[src/rtl/sdram_command_if.sv]
// Bundle between the SDRAM control interface and the command sequencer:
// decoded strobes/address in, handshakes and SDRAM pin drive out.
interface sdram_command_if #(
  parameter int ASIZE    = 23,
  parameter int ROWSIZE  = 12,
  parameter int BANKSIZE = 2
);
  logic                NOP;
  logic                READA;
  logic                WRITEA;
  logic                PRECHARGE;
  logic                IPRECHARGE;
  logic                REFRESH;
  logic                LOAD_MODE;
  logic [ASIZE-1:0]    SADDR;
  logic                REF_REQ;
  logic                INIT_REQ;
  logic                CM_ACK;
  logic                REF_ACK;
  logic                INIT_ACK;
  logic [ROWSIZE-1:0]  SA;
  logic [BANKSIZE-1:0] BA;
  logic                CS_N;
  logic                RAS_N;
  logic                CAS_N;
  logic                WE_N;
  logic                CKE;
  logic                OE;

  modport master (
    output NOP, READA, WRITEA, PRECHARGE, IPRECHARGE, REFRESH, LOAD_MODE,
    output SADDR, REF_REQ, INIT_REQ,
    input  CM_ACK, REF_ACK, INIT_ACK, SA, BA, CS_N, RAS_N, CAS_N, WE_N, CKE, OE
  );

  modport slave (
    input  NOP, READA, WRITEA, PRECHARGE, IPRECHARGE, REFRESH, LOAD_MODE,
    input  SADDR, REF_REQ, INIT_REQ,
    output CM_ACK, REF_ACK, INIT_ACK, SA, BA, CS_N, RAS_N, CAS_N, WE_N, CKE, OE
  );
endinterface

[src/rtl/sdram_command.sv]
// SDRAM command sequencer: turns decoded requests into timed pin commands,
// address muxing, write-data enable and the upstream acknowledges.
module sdram_command #(
  parameter int ASIZE    = 23,
  parameter int ROWSIZE  = 12,
  parameter int COLSIZE  = 9,
  parameter int BANKSIZE = 2,
  parameter int T_RCD    = 3,
  parameter int CAS_LAT  = 3,
  parameter int BURST    = 8,
  parameter int T_RP     = 3,
  parameter int T_WR     = 2,
  parameter int T_RC     = 9,
  parameter int T_MRD    = 2
) (
  input logic CLK,
  input logic RESET,
  sdram_command_if.slave bus
);

  typedef enum logic [2:0] {IDLE, ACT, RW, RDWAIT, WRWAIT, PRE, REF, LMR} state_t;

  localparam logic [3:0] CMD_DESEL  = 4'b1111;
  localparam logic [3:0] CMD_NOP    = 4'b0111;
  localparam logic [3:0] CMD_ACTIVE = 4'b0011;
  localparam logic [3:0] CMD_READ   = 4'b0101;
  localparam logic [3:0] CMD_WRITE  = 4'b0100;
  localparam logic [3:0] CMD_PRE    = 4'b0010;
  localparam logic [3:0] CMD_REF    = 4'b0001;
  localparam logic [3:0] CMD_LMR    = 4'b0000;

  // Counter loads = NOP cycles wanted minus the cycles spent in the transition
  // states (RW, and IDLE before the next command can be registered).
  localparam logic [7:0] LD_ACT = 8'(T_RCD - 1);
  localparam logic [7:0] LD_RD  = 8'(CAS_LAT + BURST + T_RP - 3);
  localparam logic [7:0] LD_WR  = 8'(BURST + T_WR + T_RP - 3);
  localparam logic [7:0] LD_PRE = 8'(T_RP - 2);
  localparam logic [7:0] LD_REF = 8'(T_RC - 2);
  localparam logic [7:0] LD_LMR = 8'(T_MRD - 2);
  localparam logic [7:0] LD_OE  = 8'(BURST - 1);

  state_t              state_reg, state_next;
  logic [7:0]          cnt_reg, cnt_next;
  logic [7:0]          oe_cnt_reg, oe_cnt_next;
  logic                write_reg, write_next;
  logic                user_reg, user_next;
  logic [ASIZE-1:0]    addr_reg, addr_next;
  logic [3:0]          cmd_reg, cmd_next;
  logic [ROWSIZE-1:0]  sa_reg, sa_next;
  logic [BANKSIZE-1:0] ba_reg, ba_next;
  logic                cm_ack_reg, cm_ack_next;
  logic                ref_ack_reg, ref_ack_next;
  logic                init_ack_reg, init_ack_next;
  logic                oe_reg, oe_next;

  always_ff @(posedge CLK) begin
    if (RESET) begin
      state_reg    <= IDLE;
      cnt_reg      <= '0;
      oe_cnt_reg   <= '0;
      write_reg    <= 1'b0;
      user_reg     <= 1'b0;
      addr_reg     <= '0;
      cmd_reg      <= CMD_DESEL;
      sa_reg       <= '0;
      ba_reg       <= '0;
      cm_ack_reg   <= 1'b0;
      ref_ack_reg  <= 1'b0;
      init_ack_reg <= 1'b0;
      oe_reg       <= 1'b0;
    end else begin
      state_reg    <= state_next;
      cnt_reg      <= cnt_next;
      oe_cnt_reg   <= oe_cnt_next;
      write_reg    <= write_next;
      user_reg     <= user_next;
      addr_reg     <= addr_next;
      cmd_reg      <= cmd_next;
      sa_reg       <= sa_next;
      ba_reg       <= ba_next;
      cm_ack_reg   <= cm_ack_next;
      ref_ack_reg  <= ref_ack_next;
      init_ack_reg <= init_ack_next;
      oe_reg       <= oe_next;
    end
  end

  always_comb begin
    state_next = state_reg;
    cnt_next   = (cnt_reg != 8'd0) ? cnt_reg - 8'd1 : 8'd0;
    write_next = write_reg;
    user_next  = user_reg;
    addr_next  = addr_reg;
    unique case (state_reg)
      IDLE: begin
        if (bus.IPRECHARGE) begin
          state_next = PRE;
          user_next  = 1'b0;
          cnt_next   = LD_PRE;
        end else if (bus.LOAD_MODE) begin
          state_next = LMR;
          addr_next  = bus.SADDR;
          cnt_next   = LD_LMR;
        end else if (bus.REFRESH) begin
          state_next = REF;
          user_next  = 1'b0;
          cnt_next   = LD_REF;
        end else if (!bus.INIT_REQ) begin
          if (bus.REF_REQ) begin
            state_next = REF;
            user_next  = 1'b1;
            cnt_next   = LD_REF;
          end else if (bus.PRECHARGE) begin
            state_next = PRE;
            user_next  = 1'b1;
            cnt_next   = LD_PRE;
          end else if (bus.READA || bus.WRITEA) begin
            state_next = ACT;
            write_next = !bus.READA;
            addr_next  = bus.SADDR;
            cnt_next   = LD_ACT;
          end
        end
      end
      ACT: begin
        if (cnt_reg == 8'd0) state_next = RW;
      end
      RW: begin
        state_next = write_reg ? WRWAIT : RDWAIT;
        cnt_next   = write_reg ? LD_WR : LD_RD;
      end
      default: begin
        if (cnt_reg == 8'd0) state_next = IDLE;
      end
    endcase
  end

  // Commands are registered on entry to their state, so they hit the pins
  // one cycle after the decision.
  always_comb begin
    cmd_next      = CMD_NOP;
    sa_next       = '0;
    ba_next       = '0;
    cm_ack_next   = 1'b0;
    ref_ack_next  = 1'b0;
    init_ack_next = 1'b0;
    oe_next       = (oe_cnt_reg != 8'd0);
    oe_cnt_next   = (oe_cnt_reg != 8'd0) ? oe_cnt_reg - 8'd1 : 8'd0;
    if (state_next != state_reg) begin
      case (state_next)
        ACT: begin
          cmd_next = CMD_ACTIVE;
          ba_next  = addr_next[ASIZE-1 -: BANKSIZE];
          sa_next  = addr_next[COLSIZE +: ROWSIZE];
        end
        RW: begin
          cmd_next                 = write_reg ? CMD_WRITE : CMD_READ;
          ba_next                  = addr_reg[ASIZE-1 -: BANKSIZE];
          sa_next[COLSIZE-1:0]     = addr_reg[COLSIZE-1:0];
          sa_next[10]              = 1'b1;
          cm_ack_next              = 1'b1;
          if (write_reg) begin
            oe_next     = 1'b1;
            oe_cnt_next = LD_OE;
          end
        end
        PRE: begin
          cmd_next    = CMD_PRE;
          sa_next[10] = 1'b1;
          cm_ack_next = user_next;
        end
        REF: begin
          cmd_next     = CMD_REF;
          ref_ack_next = user_next;
        end
        LMR: begin
          cmd_next      = CMD_LMR;
          sa_next       = addr_next[ROWSIZE-1:0];
          init_ack_next = 1'b1;
        end
        default: ;
      endcase
    end
  end

  assign bus.CS_N     = cmd_reg[3];
  assign bus.RAS_N    = cmd_reg[2];
  assign bus.CAS_N    = cmd_reg[1];
  assign bus.WE_N     = cmd_reg[0];
  assign bus.SA       = sa_reg;
  assign bus.BA       = ba_reg;
  assign bus.CM_ACK   = cm_ack_reg;
  assign bus.REF_ACK  = ref_ack_reg;
  assign bus.INIT_ACK = init_ack_reg;
  assign bus.OE       = oe_reg;
  assign bus.CKE      = 1'b1;

endmodule
[src/flat_wrapper.sv]
// flat-port wrapper written by rule: the top's interface ports become plain ports
module sdram_command_flat 
#(
  parameter int ASIZE    = 23,
  parameter int ROWSIZE  = 12,
  parameter int COLSIZE  = 9,
  parameter int BANKSIZE = 2,
  parameter int T_RCD    = 3,
  parameter int CAS_LAT  = 3,
  parameter int BURST    = 8,
  parameter int T_RP     = 3,
  parameter int T_WR     = 2,
  parameter int T_RC     = 9,
  parameter int T_MRD    = 2
)
  (CLK, RESET, bus_NOP, bus_READA, bus_WRITEA, bus_PRECHARGE, bus_IPRECHARGE, bus_REFRESH, bus_LOAD_MODE, bus_SADDR, bus_REF_REQ, bus_INIT_REQ, bus_CM_ACK, bus_REF_ACK, bus_INIT_ACK, bus_SA, bus_BA, bus_CS_N, bus_RAS_N, bus_CAS_N, bus_WE_N, bus_CKE, bus_OE);
  sdram_command_if #(.ASIZE(ASIZE), .ROWSIZE(ROWSIZE), .BANKSIZE(BANKSIZE)) bus_i ();
  input logic CLK;
  input logic RESET;
  input wire logic [$bits(bus_i.NOP)-1:0] bus_NOP;
  input wire logic [$bits(bus_i.READA)-1:0] bus_READA;
  input wire logic [$bits(bus_i.WRITEA)-1:0] bus_WRITEA;
  input wire logic [$bits(bus_i.PRECHARGE)-1:0] bus_PRECHARGE;
  input wire logic [$bits(bus_i.IPRECHARGE)-1:0] bus_IPRECHARGE;
  input wire logic [$bits(bus_i.REFRESH)-1:0] bus_REFRESH;
  input wire logic [$bits(bus_i.LOAD_MODE)-1:0] bus_LOAD_MODE;
  input wire logic [$bits(bus_i.SADDR)-1:0] bus_SADDR;
  input wire logic [$bits(bus_i.REF_REQ)-1:0] bus_REF_REQ;
  input wire logic [$bits(bus_i.INIT_REQ)-1:0] bus_INIT_REQ;
  output wire logic [$bits(bus_i.CM_ACK)-1:0] bus_CM_ACK;
  output wire logic [$bits(bus_i.REF_ACK)-1:0] bus_REF_ACK;
  output wire logic [$bits(bus_i.INIT_ACK)-1:0] bus_INIT_ACK;
  output wire logic [$bits(bus_i.SA)-1:0] bus_SA;
  output wire logic [$bits(bus_i.BA)-1:0] bus_BA;
  output wire logic [$bits(bus_i.CS_N)-1:0] bus_CS_N;
  output wire logic [$bits(bus_i.RAS_N)-1:0] bus_RAS_N;
  output wire logic [$bits(bus_i.CAS_N)-1:0] bus_CAS_N;
  output wire logic [$bits(bus_i.WE_N)-1:0] bus_WE_N;
  output wire logic [$bits(bus_i.CKE)-1:0] bus_CKE;
  output wire logic [$bits(bus_i.OE)-1:0] bus_OE;
  assign bus_i.NOP = bus_NOP;
  assign bus_i.READA = bus_READA;
  assign bus_i.WRITEA = bus_WRITEA;
  assign bus_i.PRECHARGE = bus_PRECHARGE;
  assign bus_i.IPRECHARGE = bus_IPRECHARGE;
  assign bus_i.REFRESH = bus_REFRESH;
  assign bus_i.LOAD_MODE = bus_LOAD_MODE;
  assign bus_i.SADDR = bus_SADDR;
  assign bus_i.REF_REQ = bus_REF_REQ;
  assign bus_i.INIT_REQ = bus_INIT_REQ;
  assign bus_CM_ACK = bus_i.CM_ACK;
  assign bus_REF_ACK = bus_i.REF_ACK;
  assign bus_INIT_ACK = bus_i.INIT_ACK;
  assign bus_SA = bus_i.SA;
  assign bus_BA = bus_i.BA;
  assign bus_CS_N = bus_i.CS_N;
  assign bus_RAS_N = bus_i.RAS_N;
  assign bus_CAS_N = bus_i.CAS_N;
  assign bus_WE_N = bus_i.WE_N;
  assign bus_CKE = bus_i.CKE;
  assign bus_OE = bus_i.OE;
  sdram_command #(.ASIZE(ASIZE), .ROWSIZE(ROWSIZE), .COLSIZE(COLSIZE), .BANKSIZE(BANKSIZE), .T_RCD(T_RCD), .CAS_LAT(CAS_LAT), .BURST(BURST), .T_RP(T_RP), .T_WR(T_WR), .T_RC(T_RC), .T_MRD(T_MRD)) u_core (.CLK(CLK), .RESET(RESET), .bus(bus_i));
endmodule
[config.mk]
export PLATFORM = sky130hd
export DESIGN_NAME = sdram_command_flat
export DESIGN_NICKNAME = d
export VERILOG_FILES = /design/src/rtl/sdram_command_if.sv /design/src/rtl/sdram_command.sv /design/src/flat_wrapper.sv
export SDC_FILE = /design/constraint.sdc
export NUM_CORES = 1
export LEC_CHECK = 0
export BUFFER_PORTS_ARGS = -buffer_cell sky130_fd_sc_hd__buf_2
export CAP_MARGIN = 20
export CORE_ASPECT_RATIO = 1.75
export CORE_UTILIZATION = 55
export DETAILED_ROUTE_END_ITERATION = 10
export GPL_ROUTABILITY_DRIVEN = 0
export PLACE_DENSITY = 0.79
export SLEW_MARGIN = 15
export SYNTH_ARGS = -nofsm -noshare
export SYNTH_HDL_FRONTEND = slang
export SYNTH_SLANG_ARGS = --single-unit
[constraint.sdc]
create_clock -name CLK -period 3.3 [get_ports CLK]
set_clock_uncertainty 0.15 [all_clocks]
set_input_delay 0.66 -clock CLK [delete_from_list [all_inputs] [get_ports CLK]]
set_output_delay 0.66 -clock CLK [all_outputs]
set_load 0.01 [all_outputs]
Word-level counts from Yosys, hierarchy flattened
Cells that the tools add are included.
{"block": "totals", "wordCells": 95, "reg_bits": 66, "inputBits": 34}
{"block": "op_classes", "n_reduce_logical": 10, "eq_ne": 8, "bitwise_logic": 8, "mux": 53, "addsub": 2}
{"operator": "23-bit 2-to-1 mux", "count": 8}
{"operator": "8-bit 2-to-1 mux", "count": 12}
{"operator": "3-bit 2-to-1 mux", "count": 10}
{"operator": "9-bit case mux with 3 select lines", "count": 1}
{"operator": "4-bit case mux with 5 select lines", "count": 1}
{"operator": "8-bit case mux with 2 select lines", "count": 1}
{"operator": "8-bit nonzero test", "count": 2}
{"operator": "8-bit by 1-bit subtractor with 8-bit output, second input constant", "count": 2}
{"operator": "1-bit 2-to-1 mux", "count": 13}
{"operator": "3-bit equality test, second input constant", "count": 3}
{"operator": "3-bit case mux with 3 select lines", "count": 1}
{"operator": "8-bit logical NOT", "count": 1}
{"operator": "1-bit inverter", "count": 8}
{"operator": "8-bit AND reduction", "count": 1}
{"operator": "3-bit by 1-bit equality test with 1-bit output, second input constant", "count": 2}
{"operator": "3-bit by 2-bit equality test with 1-bit output, second input constant", "count": 2}
{"operator": "1-bit case mux with 2 select lines", "count": 3}
{"operator": "4-bit 2-to-1 mux", "count": 1}
{"operator": "2-bit case mux with 2 select lines", "count": 1}
{"operator": "2-bit OR reduction", "count": 2}
{"operator": "3-bit logical NOT", "count": 1}
{"operator": "3-bit inequality test", "count": 1}
{"operator": "1-bit case mux with 3 select lines", "count": 1}
{"operator": "3-bit OR reduction", "count": 1}
{"operator": "2 further kinds", "count": 2}

Longest topological paths before layout
{"block": "logic_depth", "ltp_word": 12, "depth_mapped": 9}

Worst setup path after synthesis
OpenSTA, ideal clock, no wires.
{"block": "synth_timing", "kind": "input to register", "startpoint": "in bus_INIT_REQ", "endpoint": "reg u_core.sa_reg[6] (netlist: u_core.bus.SA[6])", "arrival_time_ns": 2.228, "required_ns": 3.019, "n_path_buf": 2, "slack_ns": 0.791, "path_stages": 8, "setup_ns": 0.131, "cell_sequence": "o21bai_1 nor4_1 o21a_1 buf_6 buf_2 mux2_2 a221oi_1 nor2_1"}
{"block": "synth_between", "elab_chain_len": 8}
{"item": "from (decl)", "line": "flat_wrapper.sv:29", "source": "input wire logic [$bits(bus_i.INIT_REQ)-1:0] bus_INIT_REQ;"}
{"item": "parallel branches: the longest is 8 deep, another holds 9-bit case mux with 3 select lines"}
{"item": "to (signal assigned)", "line": "sdram_command.sv:79", "source": "sa_reg <= sa_next;"}
{"item": "to (decl)", "line": "sdram_command.sv:49", "source": "logic [ROWSIZE-1:0] sa_reg, sa_next;"}
Parallel ways; which one is timed is not known.
A chain may end at the register's enable or synchronous reset.

Final worst setup path
{"block": "layout_timing", "startpoint": "reg u_core.cnt_reg[0]", "endpoint": "reg u_core.sa_reg[1] (netlist: u_core.bus.SA[1])"}
{"block": "layout_between", "elab_chain_len": 6}
{"item": "from (decl)", "line": "sdram_command.sv:43", "source": "logic [7:0] cnt_reg, cnt_next;"}
{"item": "from (signal assigned)", "line": "sdram_command.sv:73", "source": "cnt_reg <= cnt_next;"}
{"item": "8-bit logical NOT *", "line": "sdram_command.sv:126, sdram_command.sv:133"}
{"item": "3-bit 2-to-1 mux, on equally long branches", "line": "sdram_command.sv:133, sdram_command.sv:126"}
{"item": "3-bit case mux with 3 select lines *", "line": "sdram_command.sv:94", "source": "unique case (state_reg)"}
{"item": "parallel branches: the longest is 3 deep, another holds 9-bit case mux with 3 select lines"}
Mark *: on every way between the ends.

==> impl.org <==
** Outcome
- Run status :: finished, final reports clean

** Cells and area
- The library cell used most frequently in the layout, excluding fill and tap cells, is dfxtp_1.
- The register with the most flip-flops in the layout has 23 of them.
- The net count of the finished layout is about 420.
- From synthesis to final layout, the design area changed by 16.4%.
- The post-route netlist has approximately a quarter of its cells at a drive strength greater than 1.
- Fillers :: between 400 and 500
- Final non-filler cell area :: 3590 sq um
- Leaving out fill and tap cells, the most frequent cells in the layout are 66 x dfxtp_1, 54 x buf_2, 41 x nand2_1, 40 x nor2_1, 18 x a21oi_1.
- The repair_antennas step left the layout with diodes totalling 0.

** Timing
- The number of endpoints with negative hold slack in the final report came to 0.
- Worst path setup slack after routing :: approximately 0.62 ns
- In the final timing run, aggregate negative setup slack is 0 ns.
- Final-report max-slew violation count :: 0
- The smallest clock period supported by the final layout is computed as 2.68 ns.
- Worst hold margin :: around 0.32 ns
- Setup repair after global routing left no endpoint under its margin.
- Derived from the worst setup path, the maximum achievable clock frequency is approximately 0.37 GHz.
- Transition time at the pin with the least slew margin :: between 0.7 and 0.8 ns
- Setup violations remaining at the end of the flow were counted as 0.
- Final period util :: 81.3%
- Worst rel slew slack :: between 50% and 60%

** Drt
- Once detail routing completed, the nets flagged for antenna violations numbered 0.
- Total length of routed wires :: 6.97 mm
- Drc violations :: 0
- After detailed routing, the number of vias per cell comes to around 5.8.
- Before antenna repair, the detailed router went through 4 iterations.
- Routed via count :: 2638
- After the first detailed-routing iteration, the DRC count stood at 176.
- Post-detailed-route wirelength per cell :: 15.3 um

** Setup path
- The largest individual stage delay along the critical path comes from the cell a32o_2.
- Critical path peak fanout :: 14
- The critical path is of the reg -> reg type.
- Across all register-to-register paths, the minimum setup slack is 0.62 ns.
- CP Buf/Inv Count :: 1
- Cell type group with the largest total delay on the critical path :: compound AO/OA/AOI/OAI gates
- STA puts the critical path data arrival time at between 2 and 3 ns.
- CP max stage delay :: ~0.42 ns
- Element type at the critical path end :: register
- Walking the worst path, the cells encountered are inv_1 -> ha_1 -> nor3b_1 -> nand2_1 -> a32o_2 -> o21ai_1 -> o311ai_4 -> a31oi_1.
- Critical path data required time :: 3.41 ns
- CP startpoint kind :: register

** Pwr
- VDD sags by at most ~670 uV.
- In this run the static leakage power is around 1.4 nW.
- After layout, the design draws a total of ~3.7 mW.
- Power density over cell area :: 1020 nW/um^2

** Place
- Placed inst area :: 3360 sq um
- Detailed placer's ending HPWL :: 4.96 mm
- Number of buffer cells added on primary ports :: 54
- Placement-stage worst setup slack :: about 0.58 ns

** Yosys
- Netlist Area Pre-Place :: a little over 3000 sq um
- Count of flip-flops with a built-in enable after synthesis :: 0
- In the synthesized netlist the dominant register cell turns out to be dfxtp_1.
- Yosys printed 0 warnings.
- After synthesis, flip-flops and latches occupy between 40% and 50% of the total area.
- Of all flip-flops after synthesis, the portion carrying an async set or reset was 0%.
- A synthesized cell averages around 9.5 sq um.
- Synth cell types :: 63
- Counting every instance in the synthesized netlist gives between 300 and 400.
- Counting every net in the synthesized netlist gives 362.
- Counting flops and latches in the post-synthesis netlist gives between 60 and 70.

** Global route
- Entering global routing, the biggest net connects 35 pins.
- Wire length of the first global-routing pass :: between 10 and 15 mm
- Global routing used approximately 26% of the available tracks across all layers.
- The via count of the first global-routing pass is between 2000 and 3000.
- After global routing the overflow that remains totals 0.
- The initial antenna violation count came to 0.

** Floorplan
- 57 I/O pins were placed.
- Total die area :: just under 6000 sq um
- The initialized floorplan defines 35 standard-cell rows.
- From bottom edge to top edge, the die measures 101 um.
- The total area inside the core boundary comes to approximately 5300 sq um.
- The die is around 59 um wide.
- Effective utilization at floorplan :: 57.7%

** Job
- Maximum capacitance violations :: 0

** Clock tree
- TritonCTS created 9 clock buffers.
- The clock drives 66 sinks.
- Number of buffers on the longest clock path :: 2
- After clock tree synthesis, the repair step resized 0 gates.
- The root buffer cell chosen for the clock tree is clkbuf_8.
- Post-CTS Setup Repair Bufs :: 0
- After clock tree synthesis, the clock-pin slew on the worst setup and hold paths is around 0.080 ns.
- TritonCTS built the clock tree.
- The clock reaches the later pin of the worst-skew pair after around 0.34 ns.
- The H-tree was split into 3 levels.
- Buffers inserted to repair hold after CTS numbered 0.

** Hold path
- Class of the worst hold path :: reg -> reg
==> cell type report <==
| cell class | count | area, sq um | share of cell area, % |
|---|---|---|---|
| multi-input combinational | 237 | 1610 | 45.0 |
| inverter | 7 | 26.3 | 0.733 |
| clock buffer | 10 | 138 | 3.84 |
| timing repair buffer | 57 | 305 | 8.51 |
| clock inverter | 6 | 88.8 | 2.48 |
| tap | 74 | 92.6 | 2.58 |
| sequential | 66 | 1320 | 36.8 |
==> routing by layer <==
metal / share of wire, % / up-vias / track usage (%)
met4: 2.0 / 0 / 12.1
met2: 55 / 78 / 45.0
met1: 38 / 1265 / 28.0
met3: 5.4 / 12 / 6.80
met5: 0 / - / 0
li1: - / 1283 / -
==> cells by family (layout without fill, tap and decap cells) <==
family,Yosys count,after routing,share of synthesized area (%)
and+or+nand+nor,128,128,21.7
AOI/OAI and AO/OA,81,81,21.8
DFF,66,66,42.9
buffers and inverters,22,80,4.71
muxes,13,13,4.47
xor gates and xnor gates,11,11,3.13
adders and majority gates,3,3,1.22
other,1,1,0.122
==> cells in the mapped netlist, types with 2 or more instances <==
master / n / area share (%)
o21a_1: 3 / 0.73
mux2i_1: 7 / 2.3
a32oi_4: 2 / 1.8
or3_1: 3 / 0.61
a21oi_1: 18 / 2.9
xor2_1: 4 / 1.1
a31oi_1: 5 / 1.0
o21ai_4: 2 / 1.1
nand3_1: 7 / 1.1
a32oi_1: 4 / 1.1
and2_1: 7 / 1.4
nand2b_1: 4 / 0.81
buf_6: 5 / 1.8
clkbuf_1: 5 / 0.61
nor4_1: 3 / 0.61
a32o_2: 2 / 0.73
o21ai_0: 8 / 1.3
o22a_1: 2 / 0.57
xnor2_1: 7 / 2.0
a21boi_0: 2 / 0.49
nor3b_1: 2 / 0.49
nor2_1: 40 / 4.9
o21bai_1: 2 / 0.49
inv_1: 7 / 0.85
mux2_2: 6 / 2.2
clkbuf_8: 2 / 0.89
o31ai_1: 3 / 0.73
nand2_1: 41 / 5.0
nor4_4: 3 / 2.1
o211ai_1: 2 / 0.49
a221oi_1: 7 / 2.0
a32o_1: 6 / 1.9
dfxtp_1: 66 / 43
ha_1: 3 / 1.2
nor3_1: 6 / 0.97
o21ai_1: 2 / 0.32
==> stage by stage <==
| step | util [%] | cells |
|---|---|---|
| after floorplan | - | 325 |
| after CTS | 67.1 | 457 |
| after global routing | 67.1 | 457 |
| final | 67.1 | 457 |
| after detailed placement | 62.9 | 441 |
| after global placement | 62.9 | 441 |
==> worst reg2reg max path, delay by kind of cell (launching register included) <==
| family | cells | cell delay (ns) |
|---|---|---|
| compound gates | 4 | 1.24 |
| buf+inv | 1 | 0.12 |
| flops | 1 | 0.31 |
| fa+ha+maj | 1 | 0.17 |
| simple gates | 2 | 0.61 |
==> power by group <==
part / internal [mW] / total (mW) / switching, mW / leakage [nW]
combinational: 0.687 / 1.73 / 1.04 / 0.743
sequential: 0.980 / 1.16 / 0.182 / 0.539
clock: 0.447 / 0.762 / 0.315 / 0.109
==> final timing paths <==
check / to / startpoint / cells past startpoint
setup / recovery: u_core.bus.SA[1] / u_core.cnt_reg[0] / 8
hold / removal: u_core.addr_reg[4] / u_core.addr_reg[4] / 2
setup reg to reg: u_core.bus.SA[1] / u_core.cnt_reg[0] / 8
hold reg to reg: u_core.addr_reg[4] / u_core.addr_reg[4] / 2
Note: power is estimated with default switching activity, not from simulation.
